===== config.mk =====
export PLATFORM = sky130hd
export DESIGN_NAME = alu2_arbiter
export DESIGN_NICKNAME = d
export VERILOG_FILES = /design/src/rtl/alu2_arbiter.sv
export SDC_FILE = /design/constraint.sdc
export NUM_CORES = 1
export LEC_CHECK = 0
export CAP_MARGIN = 30
export CORE_UTILIZATION = 39
export CTS_BUF_LIST = sky130_fd_sc_hd__clkbuf_8 sky130_fd_sc_hd__clkbuf_16
export DETAILED_ROUTE_END_ITERATION = 6
export PLACE_DENSITY = 0.82
export SLEW_MARGIN = 20
export SYNTH_ARGS = -nofsm -noshare
export SYNTH_HDL_FRONTEND = slang
export SYNTH_SLANG_ARGS = --single-unit

===== constraint.sdc =====
create_clock -name clk -period 4.1 [get_ports clk]
set_clock_uncertainty 0.2 [all_clocks]
set_input_delay 0.41 -clock clk [delete_from_list [all_inputs] [get_ports clk]]
set_output_delay 0.41 -clock clk [all_outputs]
set_load 0.05 [all_outputs]

===== src/rtl/alu2_arbiter.sv =====
// Round-robin arbiter that shares one multi-cycle ALU2 between N_REQ issue requesters,
// with a single op in flight, a valid/ready result port, ALU2 clear handshaking and flush.
package core_config_pkg;
  localparam int XLEN       = 32;
  localparam int REG_ADDR_W = 5;
  typedef enum logic [3:0] {
    c_NONE = 4'd0, c_MUL, c_MULH, c_MULHSU, c_MULHU,
    c_DIV, c_DIVU, c_REM, c_REMU, c_SLL, c_SRL, c_SRA
  } alu_commands_t;
endpackage

module alu2_arbiter #(
  parameter int N_REQ      = 2,
  parameter int XLEN       = core_config_pkg::XLEN,
  parameter int REG_ADDR_W = core_config_pkg::REG_ADDR_W
) (
  input  logic                                  clk,
  input  logic                                  rst,
  input  logic [N_REQ-1:0]                      req_valid,
  output logic [N_REQ-1:0]                      req_ready,
  input  core_config_pkg::alu_commands_t [N_REQ-1:0] req_cmd,
  input  logic [N_REQ*XLEN-1:0]                 req_arg0,
  input  logic [N_REQ*XLEN-1:0]                 req_arg1,
  input  logic [N_REQ*REG_ADDR_W-1:0]           req_rd,
  input  logic                                  flush,
  output logic                                  resp_valid,
  input  logic                                  resp_ready,
  output logic [$clog2(N_REQ)-1:0]              resp_id,
  output logic [XLEN-1:0]                       resp_res,
  output logic [REG_ADDR_W-1:0]                 resp_rd,
  output logic                                  resp_error,
  output core_config_pkg::alu_commands_t        alu_cmd,
  output logic [XLEN-1:0]                       alu_arg0,
  output logic [XLEN-1:0]                       alu_arg1,
  output logic [REG_ADDR_W-1:0]                 alu_rd,
  input  logic                                  alu_busy,
  input  logic                                  alu_i_error,
  input  logic                                  alu_valid,
  input  logic [XLEN-1:0]                       alu_res,
  input  logic                                  alu_o_error,
  output logic                                  alu_clear
);
  localparam int ID_W = $clog2(N_REQ);

  typedef enum logic [2:0] {S_IDLE, S_ISSUE, S_WAIT, S_RESP, S_DRAIN} state_t;
  state_t state, state_nx;

  logic [N_REQ-1:0][XLEN-1:0]       arg0_v, arg1_v;
  logic [N_REQ-1:0][REG_ADDR_W-1:0] rd_v;
  logic [ID_W-1:0]                  rr_ptr, grant, rr_nx;
  logic [ID_W:0]                    idx;
  logic                             grant_vld, accept;
  core_config_pkg::alu_commands_t   cmd_q;

  for (genvar i = 0; i < N_REQ; i++) begin : g_slice
    assign arg0_v[i] = req_arg0[i*XLEN +: XLEN];
    assign arg1_v[i] = req_arg1[i*XLEN +: XLEN];
    assign rd_v[i]   = req_rd[i*REG_ADDR_W +: REG_ADDR_W];
  end

  // Scan downward so the last hit is the first valid index at or after rr_ptr.
  always_comb begin
    grant     = '0;
    grant_vld = 1'b0;
    idx       = '0;
    for (int k = N_REQ-1; k >= 0; k--) begin
      idx = {1'b0, rr_ptr} + (ID_W+1)'(k);
      if (idx >= (ID_W+1)'(N_REQ)) idx = idx - (ID_W+1)'(N_REQ);
      if (req_valid[idx[ID_W-1:0]]) begin
        grant     = idx[ID_W-1:0];
        grant_vld = 1'b1;
      end
    end
  end

  assign rr_nx = (grant == ID_W'(N_REQ-1)) ? '0 : grant + 1'b1;

  always_ff @(posedge clk or posedge rst) begin
    if (rst) state <= S_IDLE;
    else     state <= state_nx;
  end

  always_comb begin
    state_nx   = state;
    req_ready  = '0;
    accept     = 1'b0;
    alu_cmd    = core_config_pkg::c_NONE;
    alu_clear  = 1'b0;
    resp_valid = 1'b0;
    case (state)
      S_IDLE: if (grant_vld && !alu_busy && !flush) begin
        accept           = 1'b1;
        req_ready[grant] = 1'b1;
        state_nx         = S_ISSUE;
      end
      S_ISSUE: begin
        alu_cmd = cmd_q;
        if (alu_i_error) state_nx = flush ? S_IDLE : S_RESP;
        else             state_nx = flush ? S_DRAIN : S_WAIT;
      end
      // A flush coinciding with alu_valid still drains: the clear happens from DRAIN.
      S_WAIT: begin
        if (flush)          state_nx = S_DRAIN;
        else if (alu_valid) state_nx = S_RESP;
      end
      S_RESP: begin
        resp_valid = 1'b1;
        if (flush || resp_ready) begin
          alu_clear = 1'b1;
          state_nx  = S_IDLE;
        end
      end
      S_DRAIN: if (alu_valid) begin
        alu_clear = 1'b1;
        state_nx  = S_IDLE;
      end
      default: state_nx = S_IDLE;
    endcase
  end

  always_ff @(posedge clk or posedge rst) begin
    if (rst) begin
      rr_ptr     <= '0;
      cmd_q      <= core_config_pkg::c_NONE;
      alu_arg0   <= '0;
      alu_arg1   <= '0;
      alu_rd     <= '0;
      resp_id    <= '0;
      resp_rd    <= '0;
      resp_res   <= '0;
      resp_error <= 1'b0;
    end else begin
      if (accept) begin
        rr_ptr   <= rr_nx;
        cmd_q    <= req_cmd[grant];
        alu_arg0 <= arg0_v[grant];
        alu_arg1 <= arg1_v[grant];
        alu_rd   <= rd_v[grant];
        resp_id  <= grant;
        resp_rd  <= rd_v[grant];
      end
      if (state == S_ISSUE && alu_i_error && !flush) begin
        resp_res   <= '0;
        resp_error <= 1'b1;
      end else if (state == S_WAIT && alu_valid && !flush) begin
        resp_res   <= alu_res;
        resp_error <= alu_o_error;
      end
    end
  end
endmodule


== After elaboration in Yosys (flattened, before gate mapping) ==
Cells that the tools add are included.

* Bits in registers: 111
* Input port bits: 188
* Output and inout port bits: 116
* Word-level logic and storage cells: 83

* Add/sub/neg operators: 4
* $lt $le $gt $ge: 6
* Equality and inequality tests: 8
* Mux-type cells: 43
* Reductions and logical operators: 13

{| class="wikitable"
|+ Operators by type and width
! kind !! count
|-
| two-way mux 32 bit || 6
|-
| two-way mux 3 bit || 7
|-
| two-way mux 1 bit || 19
|-
| case mux 3 bit (5 select lines) || 1
|-
| two-way mux 4 bit || 3
|-
| two-way mux 5 bit || 2
|-
| logical AND 1 bit || 7
|-
| equality test 3 x 2 -> 1 bit (second input constant) || 2
|-
| less-than comparator 1 x 2 -> 1 bit (second input constant) || 3
|-
| two-way mux 2 bit || 3
|-
| inequality test 2 bit (second input constant) || 3
|-
| AND reduction 4 bit || 1
|-
| equality test 3 x 1 -> 1 bit (second input constant) || 1
|-
| equality test 3 bit (second input constant) || 1
|-
| zero test 3 bit || 1
|-
| inequality test 3 bit (second input constant) || 1
|-
| adder 1 x 1 -> 2 bit (second input constant) || 1
|-
| greater-or-equal comparator 1 x 2 -> 1 bit (second input constant) || 1
|-
| greater-or-equal comparator 2 bit (second input constant) || 1
|-
| zero test 1 bit || 2
|-
| case mux 1 bit (2 select lines) || 1
|-
| nonzero test 2 bit || 1
|-
| subtractor 1 bit (second input constant) || 2
|-
| adder 1 bit (second input constant) || 1
|-
| other kinds (3) || 3
|}

== Depth between registers and ports, before layout ==
* Word-level depth: 13
* Mapped depth: 6
* Mapped depth without buffers: 3

== Worst setup path before layout ==
OpenSTA, ideal clock, no wires.

* Path kind: reg2out
* From: register state[1]
* To: output port req_ready[0]
* Arrival time: 1795 ps
* Data required time: 3490 ps
* Setup slack: 1695 ps
* Cell stages (with the launch flop): 6
* Path buffers: 2
* Cell sequence: dfrtp_1 > buf_2 > nor3_2 > clkbuf_1 > nand3_1 > nor2_1

* Longest elaborated chain between the ends: 2

{| class="wikitable"
|+ Ends and longest elaborated chain
! element !! line !! text
|-
| start: declaration || 46 || <nowiki>state_t state, state_nx;</nowiki>
|-
| start signal: assignment || 80 || <nowiki>else state <= state_nx;</nowiki>
|-
| zero test 3 bit || 90 || <nowiki>case (state)</nowiki>
|-
| two-way mux 2 bit || 90 ||
|-
| end: declaration || 20 || <nowiki>output logic [N_REQ-1:0] req_ready,</nowiki>
|}

No other way between the ends.

== Worst setup path after layout ==
* From: input port req_valid[0]
* To: output port req_ready[0]

* Longest elaborated chain between the ends: 10
* Elaborated cells on any way between the ends: 17
* Classes of those cells: order compare: 2; mux: 12; reduce/logical: 3

{| class="wikitable"
|+ Ends and longest elaborated chain
! element !! line !! text
|-
| start: declaration || 19 || <nowiki>input logic [N_REQ-1:0] req_valid,</nowiki>
|-
| two-way mux 1 bit (implied by the code) (2 in a row) || 69 || <nowiki>if (req_valid[idx[ID_W-1:0]]) begin</nowiki>
|-
| two-way mux 1 bit (2 in a row) || 69 ||
|-
| less-than comparator 1 x 2 -> 1 bit (implied by the code) / greater-or-equal comparator 1 bit (equally long branches) || 93 || <nowiki>req_ready[grant] = 1'b1;</nowiki>
|-
| logical AND 1 bit (implied by the code) || 93 ||
|-
| two-way mux 1 bit (implied by the code) || 93 ||
|-
| demux 1 bit (select 1 bit) || 93 ||
|-
| two-way mux 2 bit (*) || 91 || <nowiki>S_IDLE: if (grant_vld && !alu_busy && !flush) begin</nowiki>
|-
| two-way mux 2 bit (*) || 90 ||
|}

Mark *: on every way between the ends. The rest lies on a longest branch, timed or not. The select of a mux whose other input is x is not followed.

==> run metrics <==
run status finished, final reports clean; clock root buffer master clkbuf_16; crit path time final 3180 ps; number of remaining DRC errors 0; number of clock buffers inserted by TritonCTS 9; switching share of power roughly half; post-layout utilization of the core 63.9%; Crit path max-delay family buffers and inverters; internal portion of total power between 3 and 4 mW; final setup TNS 0 ps; worst skew pair latency 350 ps; CTS tree built; Fin. Hold Viols 0; CP bufs+invs 2; number of core rows 43; number of diodes 0; clock buffer depth 2; vias about 5700; Pre-Repair DR Iteration Count 5; ordered cell list for the critical path clkdlybuf4s50_1 -> o21ba_4 -> nand3_1 -> nor2_1 -> clkdlybuf4s50_1; total length of routed wires around 19000 µm; maximum operating frequency 315 MHz; hold bufs inserted after CTS 0; maxcap violations 0; type of the worst setup path input pin to output port; cell leakage power 3.39 nW; dpl hpwl ~13000 µm; post-placement worst setup slack around 900 ps; initial DRC count 445; post-route worst setup slack about 920 ps; critical-path maximum fanout 39; area added between synthesis and finish 59.5%; netlist area before placement 5580 µm²; proportion of layout cells with a drive suffix above 1 4.94%; max-slew violation total from the final report 0; mean instance size in the synthesized netlist 10.1 µm²; type of element capturing the critical path output port; unrepaired setup endpoints after global routing no; fraction of power consumed by sequential logic 27.6%; Core Box Area 13900 µm²; H-tree levels 3; worst-margin pin slew 832 ps; initial cell density of the core 40.1%; P per Cell Area just under 800 nW/µm²; post-CTS repair timing setup buffer count 0; Crit path top cell by count clkdlybuf4s50_1; via count of the first global-routing pass 5432; HP Class input pin to asynchronous set/reset pin; number of different library cells in the post-synthesis netlist 29; net total in the final layout between 900 and 1000; tightest slew margin relative to the limit between 40% and 50%; critical path arrival between 2000 and 3000 ps; combinational cell fraction of total power 58.9%; DIE AREA 14800 µm²; global-route wire length before repair 28000 µm; proportion of power drawn by the clock network 13.5%; Die Y-Extent ~120 µm; overall power of the completed layout about 6.9 mW; Port Buf Inserts 303; critical-path cell with the highest stage delay clkdlybuf4s50_1; final setup violating endpoints 0; worst path required time 3490 ps; sequential cell area fraction in the yosys report 49.7%; Worst-path clk slew 70 ps; per-cell routed wire length 19.0 µm; Ys Warns 0; peak per-stage delay on the critical path 810 ps; post-synthesis net count 742; post-synthesis register bit count 111; Antenna Violating Nets Remaining 0; crit path launch type input pin; sinks on the clock net 111; ports placed on the boundary 304; GR Util All Layers roughly a quarter; Resize count post-CTS 0; pin count of the biggest net entering global routing 147; x dimension of the die 122 µm; aggregate global routing overflow 0; antenna violations before repair 0; worst-case vdd ir drop 0.336 mV; via density per instance 5.80; NetSw ~3.4 mW; routability congestion estimate from global placement 0.824; Synth Instances between 500 and 600; final critical-path share of the clock period about 77%
[through the flow]
step | instance area (µm²) | hold WS [ps] | cells
floorplan | 5580 | 259 | 554
global placement | 8510 | 271 | 969
detailed placement | 8520 | 280 | 970
CTS | 8840 | 297 | 986
global route | 8910 | 287 | 989
finish | 8910 | 229 | 989
[state kept, by name (all words and copies together) (netlist names)]
| signal | flops |
|---|---|
| rr_ptr | 1 |
| resp_id | 1 |
| alu_rd | 5 |
| resp_error | 1 |
| cmd_q | 4 |
| alu_arg1 | 32 |
| resp_res | 32 |
| state | 3 |
| alu_arg0 | 32 |
[power by group through the flow]
stage / Combinational, mW / Sequential (mW) / Clock [mW]
2_1_floorplan: 1.03 / 3.53 / 0
3_3_place_gp: 4.03 / 1.90 / 0
3_5_place_dp: 4.07 / 1.93 / 0
4_1_cts: 4.08 / 1.91 / 0.956
5_1_grt: 4.28 / 1.97 / 1.00
6_report: 4.09 / 1.92 / 0.940
[worst paths after layout]
path | start | to | slack [ps] | cells past startpoint
setup / recovery | req_valid[0] | req_ready[0] | 920 | 5
hold / removal | rst | resp_res[28]$_DFFE_PP0P_ | 230 | 2
setup reg to reg | state[1]$_DFFE_PP0P_ | alu_arg1[8]$_DFFE_PP0P_ | 1570 | 4
hold reg to reg | resp_id$_DFFE_PP0P_ | resp_id$_DFFE_PP0P_ | 290 | 1
max in group asynchronous | rst | rr_ptr$_DFFE_PP0P_ | 2540 | 4
min in group clk | resp_id$_DFFE_PP0P_ | resp_id$_DFFE_PP0P_ | 290 | 1
[placed cells by master (no fill, tap or decap), types with 2 or more instances in the layout]
cell type / Yosys / layout
mux2_1: 2 / 2
clkbuf_16: 0 / 9
o21ai_0: 74 / 74
and3b_1: 2 / 2
clkinv_4: 0 / 2
and2_1: 6 / 6
nand3b_1: 74 / 74
nor3b_1: 2 / 2
dfrtp_1: 111 / 111
bufinv_16: 0 / 2
buf_4: 8 / 10
clkdlybuf4s50_1: 0 / 302
clkinvlp_4: 0 / 2
nor2_1: 5 / 5
a22o_1: 32 / 32
a31oi_1: 148 / 148
buf_8: 0 / 2
inv_2: 2 / 2
inv_1: 5 / 4
[cell families (layout without fill, tap and decap cells)]
family	Yosys count	in the layout	synth area share, %
AOI/OAI and AO/OA	259	259	29.0
buffers and inverters	85	340	8.16
DFF	111	111	49.7
muxes	3	3	0.807
and+or+nand+nor	96	96	12.3
[layer usage]
layer	vias up	GRT usage (%)	wire (µm)
li1	2635	-	-
met1	2774	28.1	7170
met2	303	42.9	9600
met3	23	6.46	1640
met4	0	8.95	336
met5	-	0	0
[Yosys cell counts (all sizes together)]
cell type	instances	share of area, %
nand2	1	0.067
mux4	1	0.40
nor2	5	0.34
nand2b	1	0.11
nand3	1	0.090
buf	39	5.1
nor3	1	0.18
nand3b	74	9.9
a31oi	148	17
o21ai	76	6.9
and3	2	0.22
and2	6	0.67
nor2b	1	0.11
inv	7	0.47
a22o	32	5.0
o21ba	1	0.18
and3b	2	0.31
mux2	2	0.40
nor3b	2	0.27
clkbuf	39	2.6
dfrtp	111	50
a22oi	1	0.13
a32o	1	0.18
[cell type report]
type | count | area [µm²]
Inverter | 7 | 28.8
Tap cell | 180 | 225
Fill cell | 1095 | 5030
Sequential cell | 111 | 2780
Timing Repair Buffer | 317 | 3180
Clock inverter | 7 | 97.6
Clock buffer | 9 | 225
Multi-Input combinational cell | 358 | 2370
Power figures use the tool's default switching activity.
